===== config.mk =====
export PLATFORM = sky130hd
export DESIGN_NAME = multiplier_unit_flat
export DESIGN_NICKNAME = d
export VERILOG_FILES = /design/src/rtl/multiplier_unit_if.sv /design/src/rtl/multiplier_unit.sv /design/src/flat_wrapper.sv
export SDC_FILE = /design/constraint.sdc
export NUM_CORES = 1
export LEC_CHECK = 0
export ABC_AREA = 0
export CAP_MARGIN = 20
export CORE_MARGIN = 4
export CORE_UTILIZATION = 30
export CTS_CLUSTER_SIZE = 40
export DETAILED_ROUTE_END_ITERATION = 10
export MAX_ROUTING_LAYER = met4
export PLACE_DENSITY_LB_ADDON = 0.25
export SLEW_MARGIN = 20
export SYNTH_ARGS = -nofsm -noshare
export SYNTH_HDL_FRONTEND = slang
export SYNTH_SLANG_ARGS = --single-unit

===== constraint.sdc =====
create_clock -name CLK_MUL -period 4.8 [get_ports CLK_MUL]
set_input_delay 0.96 -clock CLK_MUL [delete_from_list [all_inputs] [get_ports CLK_MUL]]
set_output_delay 0.96 -clock CLK_MUL [all_outputs]
set_load 0.01 [all_outputs]

===== src/rtl/multiplier_unit_if.sv =====
// multiplier_unit_if: request, operand, external-adder and result signals of multiplier_unit
//   master: requester side; drives MUL_EN, MULOp, Operand1/2 and the adder Sum
//   slave : multiplier side; drives MAddInA/B, MCin, Result and Busy
interface multiplier_unit_if;
  logic        MUL_EN;
  logic        MULOp;
  logic [31:0] Operand1;
  logic [31:0] Operand2;
  logic [31:0] Sum;
  logic [31:0] MAddInA;
  logic [31:0] MAddInB;
  logic        MCin;
  logic [31:0] Result;
  logic        Busy;
  modport master (
    output MUL_EN, MULOp, Operand1, Operand2, Sum,
    input  MAddInA, MAddInB, MCin, Result, Busy
  );
  modport slave (
    input  MUL_EN, MULOp, Operand1, Operand2, Sum,
    output MAddInA, MAddInB, MCin, Result, Busy
  );
endinterface


===== src/rtl/multiplier_unit.sv =====
// multiplier_unit: 32x32 shift-add multiplier, one bit per cycle, using a shared external adder
//   CLK_MUL : clock, state updates on rising edge
//   Reset   : asynchronous active-high reset
//   mul     : multiplier_unit_if.slave (MUL_EN/MULOp/Operand1/Operand2/Sum in,
//             MAddInA/MAddInB/MCin/Result/Busy out)
//   MULTIPLIER_HIGH_WORD_EN: when defined, MULOp=1 returns the signed high word;
//   otherwise MULOp is ignored and Result is always the low word.
module multiplier_unit (
  input logic              CLK_MUL,
  input logic              Reset,
  multiplier_unit_if.slave mul
);
  typedef enum logic [1:0] {IDLE, COMPUTE, DONE} state_t;
  state_t      state_q, state_d;
  logic [31:0] mcand_q, mcand_d;
  logic [31:0] lo_q, lo_d;
  logic [31:0] hi_q, hi_d;
  logic [31:0] res_q, res_d;
  logic [4:0]  cnt_q, cnt_d;
  logic        comp, start, last, sub, ext, hi_sel;
  logic [31:0] add_a, add_b;
  assign comp  = state_q == COMPUTE;
  assign start = state_q == IDLE && mul.MUL_EN;
  assign last  = cnt_q == 5'd31;
`ifdef MULTIPLIER_HIGH_WORD_EN
  logic op_q;
  logic c31;
  always_ff @(posedge CLK_MUL or posedge Reset)
    if (Reset) op_q <= 1'b0;
    else if (start) op_q <= mul.MULOp;
  // Final signed iteration weighs the multiplier sign bit negatively: add ~mcand + 1.
  assign sub    = comp && op_q && last && lo_q[0];
  // True bit 32 of the 33-bit signed sum: equals the common sign when the operand
  // signs agree, otherwise the inverse of the carry into bit 31.
  assign c31    = mul.Sum[31] ^ add_a[31] ^ add_b[31];
  assign ext    = op_q & ((add_a[31] & add_b[31]) | ((add_a[31] | add_b[31]) & ~c31));
  assign hi_sel = op_q;
`else
  assign sub    = 1'b0;
  assign ext    = 1'b0;
  assign hi_sel = 1'b0;
`endif
  assign add_a       = comp ? hi_q : 32'd0;
  assign add_b       = comp && lo_q[0] ? (sub ? ~mcand_q : mcand_q) : 32'd0;
  assign mul.MAddInA = add_a;
  assign mul.MAddInB = add_b;
  assign mul.MCin    = sub;
  assign mul.Result  = res_q;
  assign mul.Busy    = !Reset && (start || comp);
  always_comb begin
    state_d = state_q;
    mcand_d = mcand_q;
    lo_d    = lo_q;
    hi_d    = hi_q;
    cnt_d   = cnt_q;
    res_d   = res_q;
    unique case (state_q)
      IDLE: if (mul.MUL_EN) begin
        mcand_d = mul.Operand1;
        lo_d    = mul.Operand2;
        hi_d    = 32'd0;
        cnt_d   = 5'd0;
        state_d = COMPUTE;
      end
      COMPUTE: begin
        // {ext, Sum, lo} >> 1: the spent multiplier bit drops out of lo, product bits enter.
        hi_d  = {ext, mul.Sum[31:1]};
        lo_d  = {mul.Sum[0], lo_q[31:1]};
        cnt_d = cnt_q + 5'd1;
        if (last) begin
          state_d = DONE;
          res_d   = hi_sel ? hi_d : lo_d;
        end
      end
      DONE: state_d = mul.MUL_EN ? DONE : IDLE;
      default: state_d = IDLE;
    endcase
  end
  always_ff @(posedge CLK_MUL or posedge Reset)
    if (Reset) begin
      state_q <= IDLE;
      mcand_q <= 32'd0;
      lo_q    <= 32'd0;
      hi_q    <= 32'd0;
      cnt_q   <= 5'd0;
      res_q   <= 32'd0;
    end else begin
      state_q <= state_d;
      mcand_q <= mcand_d;
      lo_q    <= lo_d;
      hi_q    <= hi_d;
      cnt_q   <= cnt_d;
      res_q   <= res_d;
    end
endmodule


===== src/flat_wrapper.sv =====
// flat-port wrapper written by rule: the top's interface ports become plain ports
module multiplier_unit_flat 
  (CLK_MUL, Reset, mul_MUL_EN, mul_MULOp, mul_Operand1, mul_Operand2, mul_Sum, mul_MAddInA, mul_MAddInB, mul_MCin, mul_Result, mul_Busy);
  multiplier_unit_if mul_i ();
  input logic CLK_MUL;
  input logic Reset;
  input wire logic [$bits(mul_i.MUL_EN)-1:0] mul_MUL_EN;
  input wire logic [$bits(mul_i.MULOp)-1:0] mul_MULOp;
  input wire logic [$bits(mul_i.Operand1)-1:0] mul_Operand1;
  input wire logic [$bits(mul_i.Operand2)-1:0] mul_Operand2;
  input wire logic [$bits(mul_i.Sum)-1:0] mul_Sum;
  output wire logic [$bits(mul_i.MAddInA)-1:0] mul_MAddInA;
  output wire logic [$bits(mul_i.MAddInB)-1:0] mul_MAddInB;
  output wire logic [$bits(mul_i.MCin)-1:0] mul_MCin;
  output wire logic [$bits(mul_i.Result)-1:0] mul_Result;
  output wire logic [$bits(mul_i.Busy)-1:0] mul_Busy;
  assign mul_i.MUL_EN = mul_MUL_EN;
  assign mul_i.MULOp = mul_MULOp;
  assign mul_i.Operand1 = mul_Operand1;
  assign mul_i.Operand2 = mul_Operand2;
  assign mul_i.Sum = mul_Sum;
  assign mul_MAddInA = mul_i.MAddInA;
  assign mul_MAddInB = mul_i.MAddInB;
  assign mul_MCin = mul_i.MCin;
  assign mul_Result = mul_i.Result;
  assign mul_Busy = mul_i.Busy;
  multiplier_unit u_core (.CLK_MUL(CLK_MUL), .Reset(Reset), .mul(mul_i));
endmodule

* Word level (Yosys, flattened, before mapping)
Index checks and enable logic that the tools add are counted.
Cells by class: add/subtract/negate cells 1, $mul 0, divide/modulo/power cells 0, $lt $le $gt $ge 0, eq/ne operators 5, shift operators 0, muxes and demuxes 12, bitwise operators 0, reduce and logical (&&, ||, !) cells 11
Operator list (count):
- 32-bit two-way mux | 4
- 32-bit case mux with 2 select lines | 2
- 5-bit case mux with 2 select lines | 1
- 2-bit AND reduction | 4
- 2-bit two-way mux | 3
- 2-bit case mux with 3 select lines | 1
- 5-bit by 1-bit adder with 5-bit output, second input constant | 1
- 5-bit == test, second input constant | 1
- 5-bit two-way mux | 1
- 2-bit inequality test, second input constant | 2
- 1-bit logical AND | 3
- 2-bit by 1-bit == test with 1-bit output, second input constant | 1
- 2-bit == test, second input constant | 1
- 2-bit logical NOT | 1
- 2-bit nonzero test | 1
- 1-bit logical NOT | 1
- 1-bit logical OR | 1
Word-level totals: register bits after elaboration 135, bits in latches 0, RAM bits 0, bits in read-only memories 0, input port bits 100, memories kept 0

* Depth between registers and ports, before layout
Gate-level depths: netlist of run 1.
depth after elaboration 4, mapped depth 6

* Worst setup path after synthesis of run 1
OpenSTA, ideal clock, no wires.
kind input to output, start in mul_MUL_EN, end out mul_Busy, arrival time 1.615 ns, setup slack 2.225 ns, stages 4, path buffers 2, path through o21bai_1 buf_2 clkbuf_1 nor2_1
Between the ends: word-level cells in the longest chain between the ends 3
RTL lines:
- start: declaration | line flat_wrapper.sv:7 | input wire logic [$bits(mul_i.MUL_EN)-1:0] mul_MUL_EN;
- 1-bit logical AND | line multiplier_unit.sv:23 | assign start = state_q == IDLE && mul.MUL_EN;
- 1-bit logical OR | line multiplier_unit.sv:49 | assign mul.Busy = !Reset && (start || comp);
- 1-bit logical AND | line multiplier_unit.sv:49
- end: declaration | line flat_wrapper.sv:16 | output wire logic [$bits(mul_i.Busy)-1:0] mul_Busy;
No other way between the ends.

* Worst setup path after layout of run 1
start reg u_core.state_q[0], end out mul_MAddInB[1]
Between the ends: word-level cells in the longest chain between the ends 3
RTL lines:
- start: declaration | line multiplier_unit.sv:14 | state_t state_q, state_d;
- start signal: assignment | line multiplier_unit.sv:88 | state_q <= state_d;
- 2-bit by 1-bit == test with 1-bit output | line multiplier_unit.sv:22 | assign comp = state_q == COMPUTE;
- 1-bit logical AND | line multiplier_unit.sv:44 | assign add_b = comp && lo_q[0] ? (sub ? ~mcand_q : mcand_q) : 32'd0;
- 32-bit two-way mux | line multiplier_unit.sv:44
- end: declaration | line flat_wrapper.sv:13 | output wire logic [$bits(mul_i.MAddInB)-1:0] mul_MAddInB;
No other way between the ends.

==> qor.txt, run 1 <==
status: finished, final reports clean
synthesis-to-finish area growth: 47.2%
reg2reg path depth: 4
Post-CTS Setup Bufs: 0
largest net degree at the start of global routing: 103
total power: 5550 µW
multi-input combinational cell area: 2250 µm²
sequential share of power: 0.357
Synth Cell Area: 5800 µm²
Setup TNS Final: 0 ns
DRC: 0
post-synthesis register bit count: 134
Std-Cell Rows: 50
GRT overflow: 0
Total GRT Usage: 0.142
combinational share of power: 0.397
ratio of cells with drive above 1 in the final layout: 0.149
TritonCTS clock tree: yes
Die Span Y: 147 µm
number of fillers in the final layout: 1,754
PwrDens: 649 nW/µm²
Min Clock Period, post-route: 3.90 ns
CTS H-tree depth: 4
Total Wirelength: 14.7 mm
Die Footprint: 21,600 µm²
fmax: 257 MHz
sw power: 1760 µW
final-report setup violation count: 0
Slew headroom: 0.357
Final Hold Vio Count: 0
vias per cell: 4.58
Yosys cell types: 28
gp weighted congestion: 0.720
Port Buffer Count: 194
Final period util: 0.812
first-pass iteration count of the detailed router: 4
Yosys Warn Count: 0
clock buffer depth: 2
sw frac: 0.317
CP max FO: 64
Worst Hold End: u_core.mcand_q[9]
HPWL Detailed: 9.63 mm
dpl cells: 877
CTS Root Cell: clkbuf_16
Routed Antenna Nets: 0
clk sinks: 134
clk_lat worst skew: 0.42 ns
final slew viol count: 0
io pins: 198
Vias: 4,164
DR WL/cell: 16.1 µm
Worst Path Required: 3.84 ns
chip width: 147 µm
Worst Path Arrival: 2.94 ns
Final Non-Filler Cells: 909
Crit Path Class: reg2out
Mean Syn Cell Area: 12.7 µm²
Peak VDD IR: 357 µV
clock skew: 0.00937 ns
Finished Cell Area: 8540 µm²
core area: 18,900 µm²
Critical Path End Type: output port
leakage: 0.00372 µW
Antenna Cells: 0
Initial Util: 0.307
vias in the first global route: 4,501
clock buffer count from CTS: 17
hold path start: u_core.mcand_q[9]
clock power share: 0.247
CTS Hold Bufs: 0
CTS clock-pin slew for the worst setup and hold paths: 0.06 ns
RSZ-0062 raised after global routing: false
# resized after CTS: 0
DR iter-0 viols: 209
Hold Crit Class: reg2reg
first-pass GRT wire length: 24.0 mm
max-cap violations: 0
post-synthesis sequential area ratio: 0.578
reg2reg end: u_core.mul.Result[5]
# nets final: 738
flip-flop and latch area: 3350 µm²
worst r2r src: u_core.state_q[0]
initial antenna violation count: 0
Worst R2R Setup Slack: 2.24 ns
internal power: 3790 µW
Mapped Cells: 456
hold depth: 1
DP Area: 7930 µm²
type of origin of the critical path: flip-flop
Slew @ Worst Pin: 0.963 ns
state kept, by name, summed over array words and instances (netlist names):
signal / flops
u_core.state_q: 2
u_core.mcand_q: 32
u_core.cnt_q: 5
u_core.lo_q: 32
u_core.hi_q: 31
u_core.mul.Result: 32
power groups by stage:
stage                     clock, µW  combinational [µW]  sequential, µW
after floorplan                   0                1250            1920
after global placement            0                2200            1960
after detailed placement          0                2230            1990
after CTS                      1410                2240            1980
after global routing           1460                2380            2050
final                          1370                2200            1980
metrics by stage:
stage / hold slack, ns / setup WS (ns) / utilization
5_1_grt: 0.504 / 0.715 / 0.452
4_1_cts: 0.490 / 0.896 / 0.452
2_1_floorplan: 0.449 / 0.257 / -
3_5_place_dp: 0.470 / 1.35 / 0.420
6_report: 0.484 / 0.903 / 0.452
3_3_place_gp: 0.459 / 1.39 / 0.420
kinds of logic after synthesis:
family	after synthesis	share of synthesized area
fa+ha+maj	2	0.00431
other cells	1	0.000646
xor+xnor	1	0.00151
compound gates	89	0.107
flops	134	0.578
mux	78	0.167
simple gates	109	0.102
buf+inv	42	0.0401
worst max path at each step:
stage / start / endpoint
after global placement: u_core.state_q[0] / mul_MAddInB[2]
after CTS: u_core.state_q[0] / mul_MAddInB[28]
final: u_core.state_q[0] / mul_MAddInB[1]
after global routing: u_core.state_q[0] / mul_MAddInB[11]
after floorplan: Reset / u_core.cnt_q[0]
after detailed placement: u_core.state_q[0] / mul_MAddInB[28]
worst max-delay path: stages (launching register included):
cell	delay, ns
dfrtp_1	0.95
nor2b_4	0.29
buf_4	0.45
and3_1	0.24
clkdlybuf4s50_1	0.56
layer usage:
| layer | global-route usage | share of wire | vias up |
|---|---|---|---|
| li1 | - | - | 1964 |
| met4 | 0.0401 | 0.012 | 0 |
| met3 | 0.0438 | 0.054 | 12 |
| met2 | 0.227 | 0.49 | 120 |
| met1 | 0.175 | 0.44 | 2068 |
| met5 | - | 0 | - |
layout make-up:
type / count / share of cell area
flip-flops and latches: 134 / 0.392
multi-input cells: 281 / 0.263
repair buffers: 200 / 0.233
clock buffers: 17 / 0.0498
well taps: 260 / 0.0381
clock inverters: 15 / 0.0226
inverters: 2 / 0.00146
layout by cell type (no fill, tap or decap), types with 2 or more instances in the layout:
cell and n:
a22o_1 33, buf_4 6, o21ai_0 33, mux2_2 25, a21oi_1 2, ha_1 2, clkbuf_16 17, dfrtp_1 134
conb_1 2, clkdlybuf4s50_1 194, nand2b_1 2, clkinv_4 4, mux2i_1 14, nor2b_4 2, a22oi_1 19, inv_6 6
mux2_1 10, nand2_1 37, and3_1 33, mux2_4 29, and2_1 31, bufinv_16 3
synth_stat cells (all sizes together):
cell    number  area share
ha           2      0.0043
o21bai       1      0.0013
o22ai        1      0.0011
o21ai       33       0.028
nor2         1     0.00065
buf         21       0.027
a22oi       19       0.025
and2        31       0.033
clkbuf      19       0.012
inv          2      0.0013
mux2i       14       0.024
conb         1     0.00065
dfrtp      134        0.58
nand2b       2      0.0022
mux2        64        0.14
nand3        1     0.00086
nor2b        3      0.0032
a22o        33       0.050
a21oi        2      0.0017
xor2         1      0.0015
nand2       38       0.026
and3        33       0.036
Note: power is estimated with default switching activity, not from simulation.
==> run 2: changes to the inputs <==
clock period = 3.5 ns   (was 4.8 ns; I/O delays follow)
==> run 2 against run 1 <==
Net effect: global-route usage down 0.13 points; routed wire length down 0.33%; setup slack got worse by 0.29 ns; non-clock buffer count rose by 5; first-iteration DRC count down 26%; power grew 37%; register-to-register slack got worse by 0.87 ns; sequential share of layout area shrank 0.36 points; via count grew 0.41%; clock skew fell by 0.0035 ns.
==> qor.txt, run 2 (same netlist as run 1, synthesis figures left out) <==
vias per cell: 4.57 (-0.14%)
clk sinks: 134 (unchanged)
# resized after CTS: 0 (unchanged)
most frequent cells in the layout: 194 x clkdlybuf4s50_1, 134 x dfrtp_1, 37 x nand2_1
synthesis-to-finish area growth: 48.6%
CTS H-tree depth: 4 (unchanged)
CTS clock-pin slew for the worst setup and hold paths: 0.06 ns (about the same)
Post-CTS Setup Bufs: 0 (unchanged)
Worst Path Arrival: 2.19 ns (-0.75 ns)
largest net degree at the start of global routing: 100 (-2.9%)
internal power: 5240 µW (+38%)
first-pass iteration count of the detailed router: 4 (unchanged)
type of origin of the critical path: flip-flop
Slew headroom: 0.378 (+0.0210)
Hold Crit Class: reg2reg
Crit Path Class: reg2out
CP max FO: 33 (-48%)
final slew viol count: 0 (unchanged)
post-route core utilization: 0.456 (+0.00417)
ratio of cells with drive above 1 in the final layout: 0.154 (+0.00497)
total power: 7590 µW (+37%)
Total Wirelength: 14.6 mm (-0.33%)
gp weighted congestion: 0.715 (-0.72%)
most common cell after layout, fill and taps aside: clkdlybuf4s50_1
final-report setup violation count: 0 (unchanged)
Die Span Y: 147 µm (unchanged)
DP Area: 8000 µm² (+0.87%)
Finished Cell Area: 8620 µm² (+0.92%)
sw power: 2350 µW (+33%)
crit path cell chain: and3_1 -> clkdlybuf4s50_1
Antenna Cells: 0 (unchanged)
sw frac: 0.309 (-0.00845)
Routed Antenna Nets: 0 (unchanged)
clock buffer count from CTS: 17 (unchanged)
chip width: 147 µm (unchanged)
DR iter-0 viols: 155 (-26%)
Initial Util: 0.307 (unchanged)
Peak VDD IR: 369 µV (+3.3%)
sequential share of power: 0.353 (-0.004)
leakage: 0.00374 µW (+0.72%)
fmax: 346 MHz
status: finished, final reports clean
reg2reg path depth: 5 (+1)
PwrDens: 880 nW/µm² (+36%)
DR WL/cell: 16.0 µm (-0.88%)
Final Hold Vio Count: 0 (unchanged)
Port Buffer Count: 194 (unchanged)
CTS Root Cell: clkbuf_16
max-cap violations: 0 (unchanged)
crit path max-delay cell type: dfrtp_1
hold path start: u_core.mcand_q[2]
Vias: 4,181 (+0.41%)
worst r2r src: u_core.cnt_q[0]
max incr delay on CP: 0.92 ns (-0.03 ns)
clk_lat worst skew: 0.41 ns (about the same)
Min Clock Period, post-route: 2.89 ns
Worst R2R Setup Slack: 1.37 ns (-0.87 ns)
initial antenna violation count: 0 (unchanged)
Final period util: 0.825
# nets final: 743 (+0.68%)
clock skew: 0.00588 ns (-0.00350 ns)
reg2reg end: u_core.mul.Result[30]
Die Footprint: 21,600 µm² (unchanged)
Setup TNS Final: 0 ns (unchanged)
Slew @ Worst Pin: 0.933 ns (-0.0294 ns)
core area: 18,900 µm² (unchanged)
clock buffer depth: 2 (unchanged)
CTS Hold Bufs: 0 (unchanged)
clock power share: 0.241 (-0.006)
RSZ-0062 raised after global routing: false
HPWL Detailed: 9.66 mm (+0.34%)
TritonCTS clock tree: yes
GRT overflow: 0 (unchanged)
DRC: 0 (unchanged)
hold depth: 1 (unchanged)
io pins: 198 (unchanged)
Worst Hold End: u_core.mcand_q[2]
Critical Path End Type: output port
Std-Cell Rows: 50 (unchanged)
Total GRT Usage: 0.140 (-0.00129)
Worst Path Required: 2.80 ns (-1.04 ns)
first-pass GRT wire length: 23.9 mm (-0.32%)
vias in the first global route: 4,568 (+1.5%)
combinational share of power: 0.406 (+0.009)
-- run 2: cell count changes in the layout (fill, tap and decap cells not counted), sizes merged --
| cell | change |
|---|---|
| inv | -5 |
| clkinv | -3 |
| buf | +5 |
| clkbuf | +4 |
| clkinvlp | +4 |
-- run 2: how the worst max path moves through the flow --
stage / start / to / slack, ns / cells past startpoint
floorplan: Reset / u_core.cnt_q[0] / 1.13 / 1
global placement: mul_MUL_EN / mul_Busy / 0.85 / 4
detailed placement: mul_MUL_EN / mul_Busy / 0.84 / 4
CTS: u_core.lo_q[0] / mul_MAddInB[1] / 0.56 / 2
global route: u_core.lo_q[0] / mul_MAddInB[3] / 0.48 / 2
finish: u_core.lo_q[0] / mul_MAddInB[1] / 0.61 / 2
-- run 2: area by class of cell --
class | instances | area, µm²
Multi-Input combinational cell | 281 | 2250
Tap cell | 260 | 325
Inverter | 2 | 11.3
Timing Repair Buffer | 205 | 2070
Clock buffer | 21 | 460
Fill cell | 1734 | 10300
Clock inverter | 11 | 148
Sequential cell | 134 | 3350
-- run 2: critical path, delay by kind of cell, from the launching register on --
family / cells / cell delay (ns)
buf+inv: 1 / 0.56
simple gates: 1 / 0.28
flops: 1 / 0.92
-- run 2: power groups by stage --
stage | Clock [µW] | Combinational (µW) | Sequential [µW]
after detailed placement | 0 | 3120 | 2700
after global routing | 1970 | 3350 | 2780
final | 1830 | 3080 | 2680
after global placement | 0 | 3080 | 2660
after CTS | 1890 | 3140 | 2680
after floorplan | 0 | 1710 | 2630
-- run 2: metal layers --
layer  vias to the layer above  routed length (µm)  track usage
met3                        10                 709       0.0410
li1                       1975                   -            -
met2                       116                7090        0.219
met4                         0                 187       0.0382
met5                         -                   0            -
met1                      2080                6620        0.180
-- run 2: per-stage QoR --
stage,cells,setup slack [ns],hold WS [ns]
2_1_floorplan,457,1.13,0.449
3_3_place_gp,881,0.855,0.460
3_5_place_dp,881,0.837,0.469
4_1_cts,913,0.559,0.484
5_1_grt,914,0.482,0.495
6_report,914,0.614,0.475
==> run 3: changes to the inputs <==
clock period = 2.4 ns   (was 3.5 ns; I/O delays follow)
==> run 3 against run 2 <==
Net effect: critical path depth rose by 2; non-clock buffer count rose by 14; via count rose by 2.5%; power rose by 44%; clock-buffer cell count fell by 3; die area did not move; routed wire length rose by 5.3%; register-to-register slack got worse by 0.98 ns; worst hold slack improved by 0.00087 ns; setup slack got worse by 0.54 ns; sequential cell count did not move; clock skew rose by 0.0031 ns; critical path type unchanged; critical endpoint is now mul_MAddInB[6]; highest routed layer unchanged.
==> qor.txt, run 3 (same netlist as run 1, synthesis figures left out) <==
Worst R2R Setup Slack: 0.39 ns (-0.98 ns)
Die Span Y: 147 µm (unchanged)
clock buffer count from CTS: 17 (unchanged)
initial antenna violation count: 0 (unchanged)
largest net degree at the start of global routing: 82 (-18%)
fmax: 430 MHz
Hold Crit Class: in2async
max incr delay on CP: 0.54 ns (-0.38 ns)
CTS clock-pin slew for the worst setup and hold paths: 0.06 ns (about the same)
Worst Path Required: 1.92 ns (-0.88 ns)
worst r2r src: u_core.cnt_q[0]
CP max FO: 11 (-67%)
Slew @ Worst Pin: 0.813 ns (-0.121 ns)
max-cap violations: 0 (unchanged)
most common cell after layout, fill and taps aside: dfrtp_1
Min Clock Period, post-route: 2.32 ns
crit path cell chain: nor2b_4 -> buf_12 -> and3_1 -> clkdlybuf4s50_1
Vias: 4,287 (+2.5%)
first-pass iteration count of the detailed router: 4 (unchanged)
Total Wirelength: 15.4 mm (+5.3%)
PwrDens: 1240 nW/µm² (+41%)
TritonCTS clock tree: yes
Crit Path Class: reg2out
dpl cells: 888 (+0.79%)
clock skew: 0.00900 ns (+0.00312 ns)
Worst Path Arrival: 1.84 ns (-0.35 ns)
clk sinks: 134 (unchanged)
most frequent cells in the layout: 134 x dfrtp_1, 133 x clkdlybuf4s50_1, 47 x dlygate4sd2_1
Final Hold Vio Count: 0 (unchanged)
DRC: 0 (unchanged)
GRT overflow: 0 (unchanged)
final slew viol count: 0 (unchanged)
sw power: 3610 µW (+54%)
Initial Util: 0.307 (unchanged)
clock buffer depth: 2 (unchanged)
Port Buffer Count: 194 (unchanged)
combinational share of power: 0.418 (+0.012)
gp weighted congestion: 0.723 (+1.1%)
Die Footprint: 21,600 µm² (unchanged)
Std-Cell Rows: 50 (unchanged)
sequential share of power: 0.354 (about the same)
vias in the first global route: 4,692 (+2.7%)
Critical Path End Type: output port
kind of cell adding the most delay to the critical path: buffers and inverters
Routed Antenna Nets: 0 (unchanged)
clock power share: 0.228 (-0.013)
sw frac: 0.331 (+0.0220)
Antenna Cells: 0 (unchanged)
crit path max-delay cell type: clkdlybuf4s50_1
first-pass GRT wire length: 25.2 mm (+5.5%)
# nets final: 757 (+1.9%)
Final Non-Filler Cells: 928 (+1.5%)
clk_lat worst skew: 0.41 ns (about the same)
leakage: 0.00419 µW (+12%)
reg2reg path depth: 6 (+1)
DR WL/cell: 16.6 µm (+3.7%)
status: finished, final reports clean
synthesis-to-finish area growth: 51.3%
number of fillers in the final layout: 1,731 (-0.17%)
WP buf/inv: 2 (+1)
io pins: 198 (unchanged)
CTS Root Cell: clkbuf_16
chip width: 147 µm (unchanged)
final-report setup violation count: 0 (unchanged)
CTS H-tree depth: 4 (unchanged)
vias per cell: 4.62 (+0.99%)
Slew headroom: 0.458 (+0.0806)
reg2reg end: u_core.mul.Result[5]
HPWL Detailed: 10.3 mm (+6.2%)
Final period util: 0.968
Peak VDD IR: 554 µV (+50%)
core area: 18,900 µm² (unchanged)
internal power: 7300 µW (+39%)
type of origin of the critical path: flip-flop
post-route core utilization: 0.465 (+0.00828)
Total GRT Usage: 0.149 (+0.00893)
ratio of cells with drive above 1 in the final layout: 0.175 (+0.0207)
DR iter-0 viols: 174 (+12%)
[run 3: per-stage QoR]
stage          instance area, µm²  hold slack [ns]  setup WS (ns)  power, µW  setup TNS, ns
2_1_floorplan                5810            0.449          0.255       6320              0
3_3_place_gp                 8090            0.458          0.149       8420              0
3_5_place_dp                 8090            0.467          0.154       8560              0
4_1_cts                      8690            0.466         -0.144      11000          -1.93
5_1_grt                      8780            0.498       -0.00145      11700       -0.00364
6_report                     8780            0.476         0.0757      10900              0
[run 3: worst max path at each step]
stage | end | cells after the start | slack (ns) | start
6_report | mul_MAddInB[6] | 4 | 0.08 | u_core.state_q[1]
2_1_floorplan | u_core.cnt_q[0] | 1 | 0.25 | Reset
4_1_cts | mul_MAddInB[11] | 4 | -0.14 | u_core.state_q[1]
5_1_grt | mul_MAddInB[6] | 4 | -0.001 | u_core.state_q[1]
3_5_place_dp | mul_Busy | 4 | 0.15 | mul_MUL_EN
3_3_place_gp | mul_Busy | 4 | 0.15 | mul_MUL_EN
[run 3: layer usage]
metal	up-vias	GRT usage	wire (µm)
li1	2007	-	-
met4	0	0.0438	163
met5	-	-	0
met1	2147	0.191	6750
met3	10	0.0389	851
met2	123	0.235	7620
[run 3: layout make-up]
class	count	area (µm²)	area share
Inverter	2	11.3	0.00128
Tap cell	260	325	0.0371
Clock inverter	14	131	0.0150
Multi-Input combinational cell	281	2250	0.256
Sequential cell	134	3350	0.382
Timing Repair Buffer	219	2270	0.258
Clock buffer	18	439	0.0500
[run 3: power by group through the flow]
stage	Combinational, µW	Clock (µW)	Sequential (µW)
3_3_place_gp	4580	0	3840
4_1_cts	4610	2560	3860
3_5_place_dp	4670	0	3890
2_1_floorplan	2490	0	3830
6_report	4570	2490	3860
5_1_grt	5000	2650	4000
[run 3: what timing repair did]
action,in CTS,in global routing
gates resized for setup,49,16
setup endpoints to repair,62,17
hold buffers,0,0
cloned,2,1
setup buffers,2,3
